<file path="config.mk">
export PLATFORM = sky130hd
export DESIGN_NAME = uart_rx_ctrl_flat
export DESIGN_NICKNAME = d
export VERILOG_FILES = /design/src/rtl/uart_rx_ctrl_if.sv /design/src/rtl/uart_rx_ctrl.sv /design/src/flat_wrapper.sv
export SDC_FILE = /design/constraint.sdc
export NUM_CORES = 1
export LEC_CHECK = 0
export CORE_MARGIN = 2
export CORE_UTILIZATION = 31
export DETAILED_ROUTE_END_ITERATION = 7
export HOLD_SLACK_MARGIN = 0.06
export PLACE_DENSITY = 0.49
export SLEW_MARGIN = 20
export SYNTH_ARGS = -nofsm -noshare
export SYNTH_HDL_FRONTEND = slang
export SYNTH_SLANG_ARGS = --single-unit
</file>
<file path="constraint.sdc">
create_clock -name bclk -period 3.65 [get_ports bclk]
set_clock_uncertainty 0.15 [all_clocks]
set_input_delay 0.5475 -clock bclk [delete_from_list [all_inputs] [get_ports bclk]]
set_output_delay 0.5475 -clock bclk [all_outputs]
set_load 0.02 [all_outputs]
</file>
<file path="src/rtl/uart_rx_ctrl_if.sv">
// Handshake bundle between the host side and the UART receive controller.
// master drives control/strobe/pop; slave (the controller) returns status and FIFO head.
interface uart_rx_ctrl_if #(
    parameter int unsigned DEPTH_LOG2 = 3
);
    logic                  enable;
    logic                  flush;
    logic [7:0]            rx_byte;
    logic                  rx_rdy;
    logic                  rd_en;
    logic                  rx_on;
    logic [7:0]            rd_data;
    logic                  rd_valid;
    logic                  full;
    logic [DEPTH_LOG2:0]   level;
    logic                  overrun;
    logic                  timeout;

    modport master (
        output enable, flush, rx_byte, rx_rdy, rd_en,
        input  rx_on, rd_data, rd_valid, full, level, overrun, timeout
    );

    modport slave (
        input  enable, flush, rx_byte, rx_rdy, rd_en,
        output rx_on, rd_data, rd_valid, full, level, overrun, timeout
    );
endinterface

</file>
<file path="src/rtl/uart_rx_ctrl.sv">
// UART receive controller: receiver gating FSM, edge-captured byte FIFO with FWFT read.
// Optional idle-data timeout counter is built only when UART_RXCTRL_TIMEOUT_EN is defined.
module uart_rx_ctrl #(
    parameter int unsigned DEPTH_LOG2 = 3,
    parameter int unsigned TIMEOUT    = 16
) (
    input  logic          bclk,
    input  logic          rst,
    uart_rx_ctrl_if.slave bus
);
    localparam int unsigned DEPTH = 1 << DEPTH_LOG2;
    localparam int unsigned PW    = DEPTH_LOG2;
    localparam int unsigned LW    = DEPTH_LOG2 + 1;

    if (DEPTH_LOG2 < 1 || TIMEOUT < 1) begin : g_bad_param
        $error("uart_rx_ctrl: DEPTH_LOG2 and TIMEOUT must both be >= 1");
    end

    typedef enum logic [1:0] {
        ST_OFF   = 2'd0,
        ST_RUN   = 2'd1,
        ST_FLUSH = 2'd2
    } state_e;

    state_e          state_q, state_d;
    logic            rx_rdy_q, rx_rdy_d;
    logic [PW-1:0]   wr_ptr_q, wr_ptr_d;
    logic [PW-1:0]   rd_ptr_q, rd_ptr_d;
    logic [LW-1:0]   level_q, level_d;
    logic            overrun_q, overrun_d;
    logic            rx_on_q, rx_on_d;
    logic            rd_valid_q, rd_valid_d;
    logic            full_q, full_d;
    logic [7:0]      rd_data_q, rd_data_d;
    logic [7:0]      mem_q [DEPTH];

    logic            flush_go;
    logic            wr;
    logic            wr_do;
    logic            pop;

    // Flush is only accepted from OFF/RUN; its entry cycle swallows writes and pops.
    assign flush_go = bus.flush & (state_q != ST_FLUSH);
    assign wr       = bus.rx_rdy & ~rx_rdy_q & (state_q == ST_RUN) & ~flush_go;
    assign pop      = bus.rd_en & rd_valid_q & ~flush_go;
    assign wr_do    = wr & (~full_q | pop);

    // Next-state logic; flush takes priority over enable.
    always_comb begin
        state_d = state_q;
        rx_on_d = 1'b0;
        case (state_q)
            ST_OFF:   state_d = bus.enable ? ST_RUN : ST_OFF;
            ST_RUN:   state_d = bus.enable ? ST_RUN : ST_OFF;
            ST_FLUSH: state_d = bus.enable ? ST_RUN : ST_OFF;
            default:  state_d = ST_OFF;
        endcase
        if (flush_go) begin
            state_d = ST_FLUSH;
        end
        rx_on_d = (state_d == ST_RUN);
    end

    always_ff @(posedge bclk or posedge rst) begin
        if (rst) begin
            state_q <= ST_OFF;
            rx_on_q <= 1'b0;
        end else begin
            state_q <= state_d;
            rx_on_q <= rx_on_d;
        end
    end

    // FIFO pointer/level/flag update; status outputs are registered from next-state values.
    always_comb begin
        rx_rdy_d   = bus.rx_rdy;
        wr_ptr_d   = wr_ptr_q;
        rd_ptr_d   = rd_ptr_q;
        level_d    = level_q;
        overrun_d  = overrun_q;
        rd_valid_d = 1'b0;
        full_d     = 1'b0;
        rd_data_d  = 8'h00;

        if (flush_go) begin
            wr_ptr_d  = '0;
            rd_ptr_d  = '0;
            level_d   = '0;
            overrun_d = 1'b0;
        end else begin
            if (wr_do) begin
                wr_ptr_d = wr_ptr_q + PW'(1);
            end
            if (pop) begin
                rd_ptr_d = rd_ptr_q + PW'(1);
            end
            if (wr && !wr_do) begin
                overrun_d = 1'b1;
            end
            if (wr_do && !pop) begin
                level_d = level_q + LW'(1);
            end else if (pop && !wr_do) begin
                level_d = level_q - LW'(1);
            end
        end

        rd_valid_d = (level_d != '0);
        full_d     = (level_d == LW'(DEPTH));
        // Head lands on the slot being written this edge when the write becomes the new head.
        if (rd_valid_d) begin
            if (wr_do && (wr_ptr_q == rd_ptr_d)) begin
                rd_data_d = bus.rx_byte;
            end else begin
                rd_data_d = mem_q[rd_ptr_d];
            end
        end
    end

    always_ff @(posedge bclk or posedge rst) begin
        if (rst) begin
            rx_rdy_q   <= 1'b0;
            wr_ptr_q   <= '0;
            rd_ptr_q   <= '0;
            level_q    <= '0;
            overrun_q  <= 1'b0;
            rd_valid_q <= 1'b0;
            full_q     <= 1'b0;
            rd_data_q  <= 8'h00;
        end else begin
            rx_rdy_q   <= rx_rdy_d;
            wr_ptr_q   <= wr_ptr_d;
            rd_ptr_q   <= rd_ptr_d;
            level_q    <= level_d;
            overrun_q  <= overrun_d;
            rd_valid_q <= rd_valid_d;
            full_q     <= full_d;
            rd_data_q  <= rd_data_d;
        end
    end

    // Byte storage is deliberately left unreset.
    always_ff @(posedge bclk) begin
        if (wr_do) begin
            mem_q[wr_ptr_q] <= bus.rx_byte;
        end
    end

`ifdef UART_RXCTRL_TIMEOUT_EN
    localparam int unsigned TW = $clog2(TIMEOUT + 1);

    logic [TW-1:0] tmo_cnt_q, tmo_cnt_d;
    logic          timeout_q, timeout_d;

    // Idle counter runs only while data is waiting in RUN, saturating at TIMEOUT.
    always_comb begin
        tmo_cnt_d = tmo_cnt_q;
        timeout_d = 1'b0;
        if (wr || pop || flush_go || (level_q == '0)) begin
            tmo_cnt_d = '0;
        end else if ((state_q == ST_RUN) && (tmo_cnt_q != TW'(TIMEOUT))) begin
            tmo_cnt_d = tmo_cnt_q + TW'(1);
        end
        timeout_d = (tmo_cnt_d == TW'(TIMEOUT));
    end

    always_ff @(posedge bclk or posedge rst) begin
        if (rst) begin
            tmo_cnt_q <= '0;
            timeout_q <= 1'b0;
        end else begin
            tmo_cnt_q <= tmo_cnt_d;
            timeout_q <= timeout_d;
        end
    end

    assign bus.timeout = timeout_q;
`else
    assign bus.timeout = 1'b0;
`endif

    assign bus.rx_on    = rx_on_q;
    assign bus.rd_data  = rd_data_q;
    assign bus.rd_valid = rd_valid_q;
    assign bus.full     = full_q;
    assign bus.level    = level_q;
    assign bus.overrun  = overrun_q;
endmodule

</file>
<file path="src/flat_wrapper.sv">
// flat-port wrapper written by rule: the top's interface ports become plain ports
module uart_rx_ctrl_flat 
#(
    parameter int unsigned DEPTH_LOG2 = 3,
    parameter int unsigned TIMEOUT    = 16
)
  (bclk, rst, bus_enable, bus_flush, bus_rx_byte, bus_rx_rdy, bus_rd_en, bus_rx_on, bus_rd_data, bus_rd_valid, bus_full, bus_level, bus_overrun, bus_timeout);
  uart_rx_ctrl_if #(.DEPTH_LOG2(DEPTH_LOG2)) bus_i ();
  input  logic bclk;
  input  logic rst;
  input wire logic [$bits(bus_i.enable)-1:0] bus_enable;
  input wire logic [$bits(bus_i.flush)-1:0] bus_flush;
  input wire logic [$bits(bus_i.rx_byte)-1:0] bus_rx_byte;
  input wire logic [$bits(bus_i.rx_rdy)-1:0] bus_rx_rdy;
  input wire logic [$bits(bus_i.rd_en)-1:0] bus_rd_en;
  output wire logic [$bits(bus_i.rx_on)-1:0] bus_rx_on;
  output wire logic [$bits(bus_i.rd_data)-1:0] bus_rd_data;
  output wire logic [$bits(bus_i.rd_valid)-1:0] bus_rd_valid;
  output wire logic [$bits(bus_i.full)-1:0] bus_full;
  output wire logic [$bits(bus_i.level)-1:0] bus_level;
  output wire logic [$bits(bus_i.overrun)-1:0] bus_overrun;
  output wire logic [$bits(bus_i.timeout)-1:0] bus_timeout;
  assign bus_i.enable = bus_enable;
  assign bus_i.flush = bus_flush;
  assign bus_i.rx_byte = bus_rx_byte;
  assign bus_i.rx_rdy = bus_rx_rdy;
  assign bus_i.rd_en = bus_rd_en;
  assign bus_rx_on = bus_i.rx_on;
  assign bus_rd_data = bus_i.rd_data;
  assign bus_rd_valid = bus_i.rd_valid;
  assign bus_full = bus_i.full;
  assign bus_level = bus_i.level;
  assign bus_overrun = bus_i.overrun;
  assign bus_timeout = bus_i.timeout;
  uart_rx_ctrl #(.DEPTH_LOG2(DEPTH_LOG2), .TIMEOUT(TIMEOUT)) u_core (.bclk(bclk), .rst(rst), .bus(bus_i));
endmodule
</file>
==> flow_metrics.env, run 1 <==
export IMPL_antennaDiodeCount=0
export IMPL_post_route_min_period_ns=2.75
export IMPL_area_growth_pct=21.3
export IMPL_synth_main_ff_cell="sky130_fd_sc_hd__edfxtp_1"
export IMPL_synthesis_instances=298
export IMPL_port_buffers=29
export IMPL_std_cell_rows=40
export IMPL_cts_buffers_inserted=9
export IMPL_top_level_ports=31
export IMPL_wire_length_of_the_first_global_routing_pass_um=12700
export IMPL_critical_path_required_ns=3.72
export IMPL_remaining_drc_errors=0
export IMPL_hold_worst_slack_ns=0.363
export IMPL_syn_area_mm2=0.00382
export IMPL_synthTopCellsByArea="sky130_fd_sc_hd__edfxtp_1, sky130_fd_sc_hd__dfrtp_1, sky130_fd_sc_hd__nand2_1"
export IMPL_final_net_count=358
export IMPL_synthesis_area_per_instance_um2=12.8
export IMPL_place_congestion=0.794
export IMPL_tritoncts="built"
export IMPL_postCtsSetupBuffers=0
export IMPL_timing_critical_path_to_type="register"
export IMPL_r2r_worst_path_cells=8
export IMPL_avgViaCountPerCell=4.91
export IMPL_largest_net_degree_at_the_start_of_global_routing=25
export IMPL_drt_iter0_drc=196
export IMPL_leakage_nw=1.67
export IMPL_yosysTopAreaCellShare=0.503
export IMPL_die_height_um=115
export IMPL_reg2reg_from="u_core.rd_ptr_q[0]$_DFF_PP0_"
export IMPL_floorplan_die_area_mm2=0.0132
export IMPL_netlist_cell_type_count=48
export IMPL_die_w_um=115
export IMPL_fin_setup_tns_ns=0
export IMPL_timing_fmax_mhz=363
export IMPL_dp_cells=476
export IMPL_critical_path_startpoint_type="primary input"
export IMPL_htree_levels=3
export IMPL_num_vias=2418
export IMPL_synth_warning_count=0
export IMPL_clock_insertion_delay_worst_skew_ns=0.34
export IMPL_maxCapViolCount=0
export IMPL_route_antenna_remaining_nets=0
export IMPL_router_iterations_before_antenna_repair=4
export IMPL_final_layout_size_suffix_gt1_frac=0.119
export IMPL_mostFrequentLayoutCell="sky130_fd_sc_hd__edfxtp_1"
export IMPL_starting_utilization_of_the_core_area=0.318
export IMPL_post_drt_wl_per_cell_um=16.1
export IMPL_hold_class="reg -> reg"
export IMPL_grt_use_total=0.128
export IMPL_drv_slew=0
export IMPL_number_of_global_route_vias_before_repair=2325
export IMPL_timing_final_crit_share=0.754
export IMPL_critical_path_endpoint="u_core.bus.rd_data[6]$_DFF_PP0_"
export IMPL_r2r_slack_ns=1.04
export IMPL_grt_antenna_before_repair=0
export IMPL_ctsLongestPathBuffers=2
export IMPL_most_common_layout_cells="sky130_fd_sc_hd__edfxtp_1, sky130_fd_sc_hd__nand2_1, sky130_fd_sc_hd__clkdlybuf4s50_1"
export IMPL_totalWireLength_um=7910
export IMPL_grt_overflow_total=0
export IMPL_postSynthRegisterBits=88
export IMPL_crit_start="bus_rd_en"
export IMPL_post_detailed_placement_cell_area_mm2=0.00435
export IMPL_holdBufCountCts=0
export IMPL_core_area_mm2=0.0120
export IMPL_p_per_cell_area_mw_per_mm2=706
export IMPL_fin_cells=492
export IMPL_maxSlewHeadroom=0.385
export IMPL_cts_root_buffer_cell="sky130_fd_sc_hd__clkbuf_16"
export IMPL_status="completed"
export IMPL_arrival_time_of_data_at_the_critical_path_endpoint_ns=2.82
export IMPL_final_setup_viol_count=0
export IMPL_rsz0062_at_grt="no"
export IMPL_synthesized_nets=316
export IMPL_async_flop_share=0.273
export IMPL_r2r_end="u_core.bus.rd_data[6]$_DFF_PP0_"
export IMPL_fin_area_mm2=0.00464
export IMPL_synth_yosys_seq_area_share=0.660
export IMPL_max_slew_worst_pin_slew_ns=0.922
export IMPL_worst_ir_drop_vdd_uv=264
export IMPL_cts_resized=0
export IMPL_worstPathMaxFanout=9
export IMPL_synth_edff_count=64
export IMPL_worst_setup_hold_path_clk_slew_ns=0.06
export IMPL_worst_setup_path_type="in -> reg"
export IMPL_synth_top_cell_by_area="sky130_fd_sc_hd__edfxtp_1"
export IMPL_finalHoldViolCount=0
export IMPL_cts_sinks=88
export IMPL_timing_hold_worst_path_depth=1
export IMPL_dp_hpwl_um=5520
==> per-layer routing <==
layer  part of all wire  vias to the layer above  track usage
li1                   -                     1181            -
met5                  0                        -            0
met1               0.49                     1172        0.186
met2               0.45                       60        0.185
met4              0.011                        0       0.0482
met3              0.049                        5       0.0327
==> stage by stage <==
stage	total power, mW	worst slack [ns]	utilization
floorplan	2.00	0.957	-
global placement	2.41	0.589	0.362
detailed placement	2.41	0.555	0.362
CTS	3.31	0.900	0.386
global route	3.48	0.740	0.386
finish	3.27	0.899	0.386
==> state kept, by name (all words and copies together) (netlist names) <==
| register | flops |
|---|---|
| u_core.bus.full | 1 |
| u_core.bus.level | 4 |
| u_core.bus.overrun | 1 |
| u_core.bus.rd_data | 8 |
| u_core.bus.rd_valid | 1 |
| u_core.mem_q | 64 |
| u_core.rd_ptr_q | 3 |
| u_core.rx_rdy_q | 1 |
| u_core.state_q | 2 |
| u_core.wr_ptr_q | 3 |
==> worst min-delay path by stage <==
stage                     slack (ns)                        endpoint                           start
after floorplan                 0.41       u_core.bus.full$_DFF_PP0_                             rst
after global placement          0.36  u_core.bus.overrun$_DFFE_PP0P_  u_core.bus.overrun$_DFFE_PP0P_
after detailed placement        0.35  u_core.bus.overrun$_DFFE_PP0P_  u_core.bus.overrun$_DFFE_PP0P_
after CTS                       0.36  u_core.bus.overrun$_DFFE_PP0P_  u_core.bus.overrun$_DFFE_PP0P_
after global routing            0.37  u_core.bus.overrun$_DFFE_PP0P_  u_core.bus.overrun$_DFFE_PP0P_
final                           0.36  u_core.bus.overrun$_DFFE_PP0P_  u_core.bus.overrun$_DFFE_PP0P_
==> area by class of cell <==
type	instances	area (um^2)
fillers	1140	7370
flip-flops and latches	88	2520
multi-input cells	191	1210
repair buffers	44	403
clock buffers	11	233
well taps	147	184
clock inverters	5	57.6
inverters	6	22.5
==> synth_stat cells (2+ instances only) <==
library cell and n:
sky130_fd_sc_hd__edfxtp_1 64, sky130_fd_sc_hd__nand2_1 62, sky130_fd_sc_hd__dfrtp_1 24, sky130_fd_sc_hd__a21oi_1 19
sky130_fd_sc_hd__nor2_1 15, sky130_fd_sc_hd__mux2i_1 14, sky130_fd_sc_hd__a32oi_1 8, sky130_fd_sc_hd__nand3_1 8
sky130_fd_sc_hd__buf_2 7, sky130_fd_sc_hd__nand4b_1 7, sky130_fd_sc_hd__nor3_1 6, sky130_fd_sc_hd__inv_1 5
sky130_fd_sc_hd__xnor2_1 5, sky130_fd_sc_hd__ha_1 4, sky130_fd_sc_hd__xor2_1 4, sky130_fd_sc_hd__clkbuf_1 3
sky130_fd_sc_hd__nor4b_1 3, sky130_fd_sc_hd__o21ai_0 3, sky130_fd_sc_hd__a211oi_1 2, sky130_fd_sc_hd__a22o_1 2
sky130_fd_sc_hd__a22oi_1 2, sky130_fd_sc_hd__nand2b_1 2, sky130_fd_sc_hd__nor3b_1 2, sky130_fd_sc_hd__o22a_1 2
sky130_fd_sc_hd__or3_1 2
==> power breakdown <==
group          total, mW  internal (mW)  switching, mW
Combinational       1.13          0.472          0.654
Clock              0.894          0.532          0.362
Sequential          1.25           1.16         0.0885
==> worst max-delay path, stage by stage <==
cell                              delay, ns
sky130_fd_sc_hd__clkdlybuf4s50_1       0.65
sky130_fd_sc_hd__nand2_4               0.16
sky130_fd_sc_hd__or4_2                 0.56
sky130_fd_sc_hd__mux2i_1               0.17
sky130_fd_sc_hd__xnor2_1               0.13
sky130_fd_sc_hd__nor2_1                0.09
sky130_fd_sc_hd__nor4_2                0.24
sky130_fd_sc_hd__buf_4                 0.20
sky130_fd_sc_hd__nor2_1                0.06
==> cells by family (layout without fill, tap and decap cells) <==
family | after synthesis | in the layout | synth area share
and+or+nand+nor | 117 | 117 | 0.154
DFF | 88 | 88 | 0.660
AOI/OAI and AO/OA | 45 | 45 | 0.0841
buffers and inverters | 19 | 66 | 0.0239
muxes | 14 | 14 | 0.0367
xor gates and xnor gates | 10 | 10 | 0.0278
adders and majority gates | 4 | 4 | 0.0131
other | 1 | 1 | 0.000981
Note: power is estimated with default switching activity, not from simulation.
==> inputs of run 2 (changes only) <==
--- a/config.mk
+++ b/config.mk
@@ -9,7 +9,7 @@
 export CORE_UTILIZATION = 31
 export DETAILED_ROUTE_END_ITERATION = 7
 export HOLD_SLACK_MARGIN = 0.06
-export PLACE_DENSITY = 0.49
+export PLACE_DENSITY = 0.51
 export SLEW_MARGIN = 20
 export SYNTH_ARGS = -nofsm -noshare
 export SYNTH_HDL_FRONTEND = slang
==> constraint.sdc (replaced) <==
create_clock -name bclk -period 2.35 [get_ports bclk]
set_clock_uncertainty 0.15 [all_clocks]
set_input_delay 0.3525 -clock bclk [delete_from_list [all_inputs] [get_ports bclk]]
set_output_delay 0.3525 -clock bclk [all_outputs]
set_load 0.02 [all_outputs]
==> run 2 against run 1 <==
Compared with the run above:
- sequential share of layout area down 4.9 points
- clock-buffer cell count down 2
- final cell count up 8.1%
==> flow_metrics.env, run 2 (synthesis gave the netlist of run 1 again) <==
export IMPL_max_slew_worst_pin_slew_ns=0.594
export IMPL_drv_slew=0
export IMPL_max_reg_flops=64
export IMPL_p_per_cell_area_mw_per_mm2=1100
export IMPL_post_route_min_period_ns=2.29
export IMPL_fin_setup_tns_ns=0
export IMPL_clock_insertion_delay_worst_skew_ns=0.33
export IMPL_number_of_global_route_vias_before_repair=2659
export IMPL_finalHoldViolCount=0
export IMPL_timing_final_crit_share=0.973
export IMPL_wire_length_of_the_first_global_routing_pass_um=14200
export IMPL_cts_buffers_inserted=9
export IMPL_critical_path_startpoint_type="register"
export IMPL_dp_hpwl_um=6150
export IMPL_status="completed"
export IMPL_postLayoutSetupSlackWorst_ns=0.0627
export IMPL_floorplan_die_area_mm2=0.0132
export IMPL_utilization=0.424
export IMPL_grt_use_total=0.142
export IMPL_htree_levels=3
export IMPL_critical_path_required_ns=2.42
export IMPL_die_w_um=115
export IMPL_hold_class="in -> async"
export IMPL_fillers=1145
export IMPL_starting_utilization_of_the_core_area=0.318
export IMPL_area_growth_pct=33.4
export IMPL_grt_overflow_total=0
export IMPL_place_congestion=0.787
export IMPL_remaining_drc_errors=0
export IMPL_arrival_time_of_data_at_the_critical_path_endpoint_ns=2.36
export IMPL_largest_net_degree_at_the_start_of_global_routing=25
export IMPL_final_net_count=398
export IMPL_maxCapViolCount=0
export IMPL_totalWireLength_um=8810
export IMPL_worst_setup_hold_path_clk_slew_ns=0.06
export IMPL_avgViaCountPerCell=4.87
export IMPL_die_height_um=115
export IMPL_port_buffers=29
export IMPL_cts_sinks=88
export IMPL_std_cell_rows=40
export IMPL_most_common_layout_cells="sky130_fd_sc_hd__edfxtp_1, sky130_fd_sc_hd__nand2_1, sky130_fd_sc_hd__buf_4"
export IMPL_rsz0062_at_grt="yes"
export IMPL_tritoncts="built"
export IMPL_route_antenna_remaining_nets=0
export IMPL_antennaDiodeCount=0
export IMPL_grt_antenna_before_repair=0
export IMPL_dpl_worst_slack_ns=-0.538
export IMPL_worstPathMaxFanout=7
export IMPL_cts_root_buffer_cell="sky130_fd_sc_hd__clkbuf_16"
export IMPL_ctsLongestPathBuffers=2
export IMPL_most_flops_register="u_core.mem_q"
export IMPL_final_layout_size_suffix_gt1_frac=0.281
export IMPL_num_vias=2590
export IMPL_maxSlewHeadroom=0.602
export IMPL_post_drt_wl_per_cell_um=16.6
export IMPL_final_setup_viol_count=0
export IMPL_top_level_ports=31
export IMPL_worst_setup_path_type="reg -> reg"
export IMPL_design_power_total_mw=5.59
export IMPL_leakage_nw=1.90
export IMPL_worst_ir_drop_vdd_uv=402
export IMPL_timing_fmax_mhz=437
export IMPL_timing_critical_path_to_type="register"
export IMPL_core_area_mm2=0.0120
export IMPL_mostFrequentLayoutCell="sky130_fd_sc_hd__edfxtp_1"
export IMPL_drt_iter0_drc=204
export IMPL_router_iterations_before_antenna_repair=4
export IMPL_holdBufCountCts=0
==> run 2: cell types whose count changed in the layout (fill, tap and decap cells not counted), sizes merged <==
cell and delta:
inv +1, dlygate4sd2 +2, clkinv +2, clkbuf -2
buf +40, bufinv -1, clkdlybuf4s50 -2
==> run 2: worst paths after layout <==
check / from / slack [ns] / to / depth (start not counted)
max in group asynchronous: rst / 1.54 / u_core.bus.rd_valid$_DFF_PP0_ / 3
min reg2reg: u_core.bus.overrun$_DFFE_PP0P_ / 0.37 / u_core.bus.overrun$_DFFE_PP0P_ / 1
min in group bclk: bus_rx_rdy / 0.30 / u_core.rx_rdy_q$_DFF_PP0_ / 2
min: rst / 0.23 / u_core.bus.rd_data[5]$_DFF_PP0_ / 3
max: u_core.bus.full$_DFF_PP0_ / 0.06 / u_core.bus.rd_data[3]$_DFF_PP0_ / 9
max reg2reg: u_core.bus.full$_DFF_PP0_ / 0.06 / u_core.bus.rd_data[3]$_DFF_PP0_ / 9
==> run 2: worst max-delay path, cell delays in order, from the launching register on <==
cell and delay (ns):
sky130_fd_sc_hd__dfrtp_1 0.41, sky130_fd_sc_hd__a21boi_2 0.17, sky130_fd_sc_hd__or3_4 0.38, sky130_fd_sc_hd__a21oi_2 0.13, sky130_fd_sc_hd__o31ai_2 0.09, sky130_fd_sc_hd__a2111oi_4 0.32
sky130_fd_sc_hd__buf_4 0.20, sky130_fd_sc_hd__buf_6 0.13, sky130_fd_sc_hd__nand4b_1 0.13, sky130_fd_sc_hd__a21oi_2 0.06
==> run 2: final cells by class <==
cell class | instances | area, um^2 | share of cell area
clock buffer | 9 | 225 | 0.0442
tap | 147 | 184 | 0.0361
multi-input combinational | 191 | 1370 | 0.269
inverter | 6 | 22.5 | 0.00442
sequential | 88 | 2520 | 0.495
timing repair buffer | 84 | 728 | 0.143
clock inverter | 7 | 45.0 | 0.00883
==> run 2: timing repair <==
action / 4_1_cts / 5_1_grt
endpoints found under the setup margin: 9 / 25
buffers inserted: 2 / 2
resized for setup: 15 / 20
gates cloned: 2 / 0
pin swaps: 3 / 12
==> run 2: where the power goes <==
group          switching (mW)  leakage, nW  internal, mW
Clock                   0.591        0.137         0.716
Sequential             0.0958        0.883          1.81
Combinational            1.24        0.877          1.13
Total                    1.93         1.90          3.66
==> run 2: per-layer routing <==
layer	vias up	wire (um)	global-route usage
met1	1285	4300	0.194
met5	-	0	0
li1	1258	-	-
met2	38	4160	0.225
met3	9	214	0.0269
met4	0	131	0.0506
==> run 2: metrics by stage <==
step | hold WS (ns) | instance area, um^2 | cells
floorplan | 0.217 | 3860 | 298
global placement | 0.352 | 4650 | 511
detailed placement | 0.352 | 4650 | 511
CTS | 0.239 | 5000 | 531
global route | 0.250 | 5100 | 532
finish | 0.233 | 5100 | 532
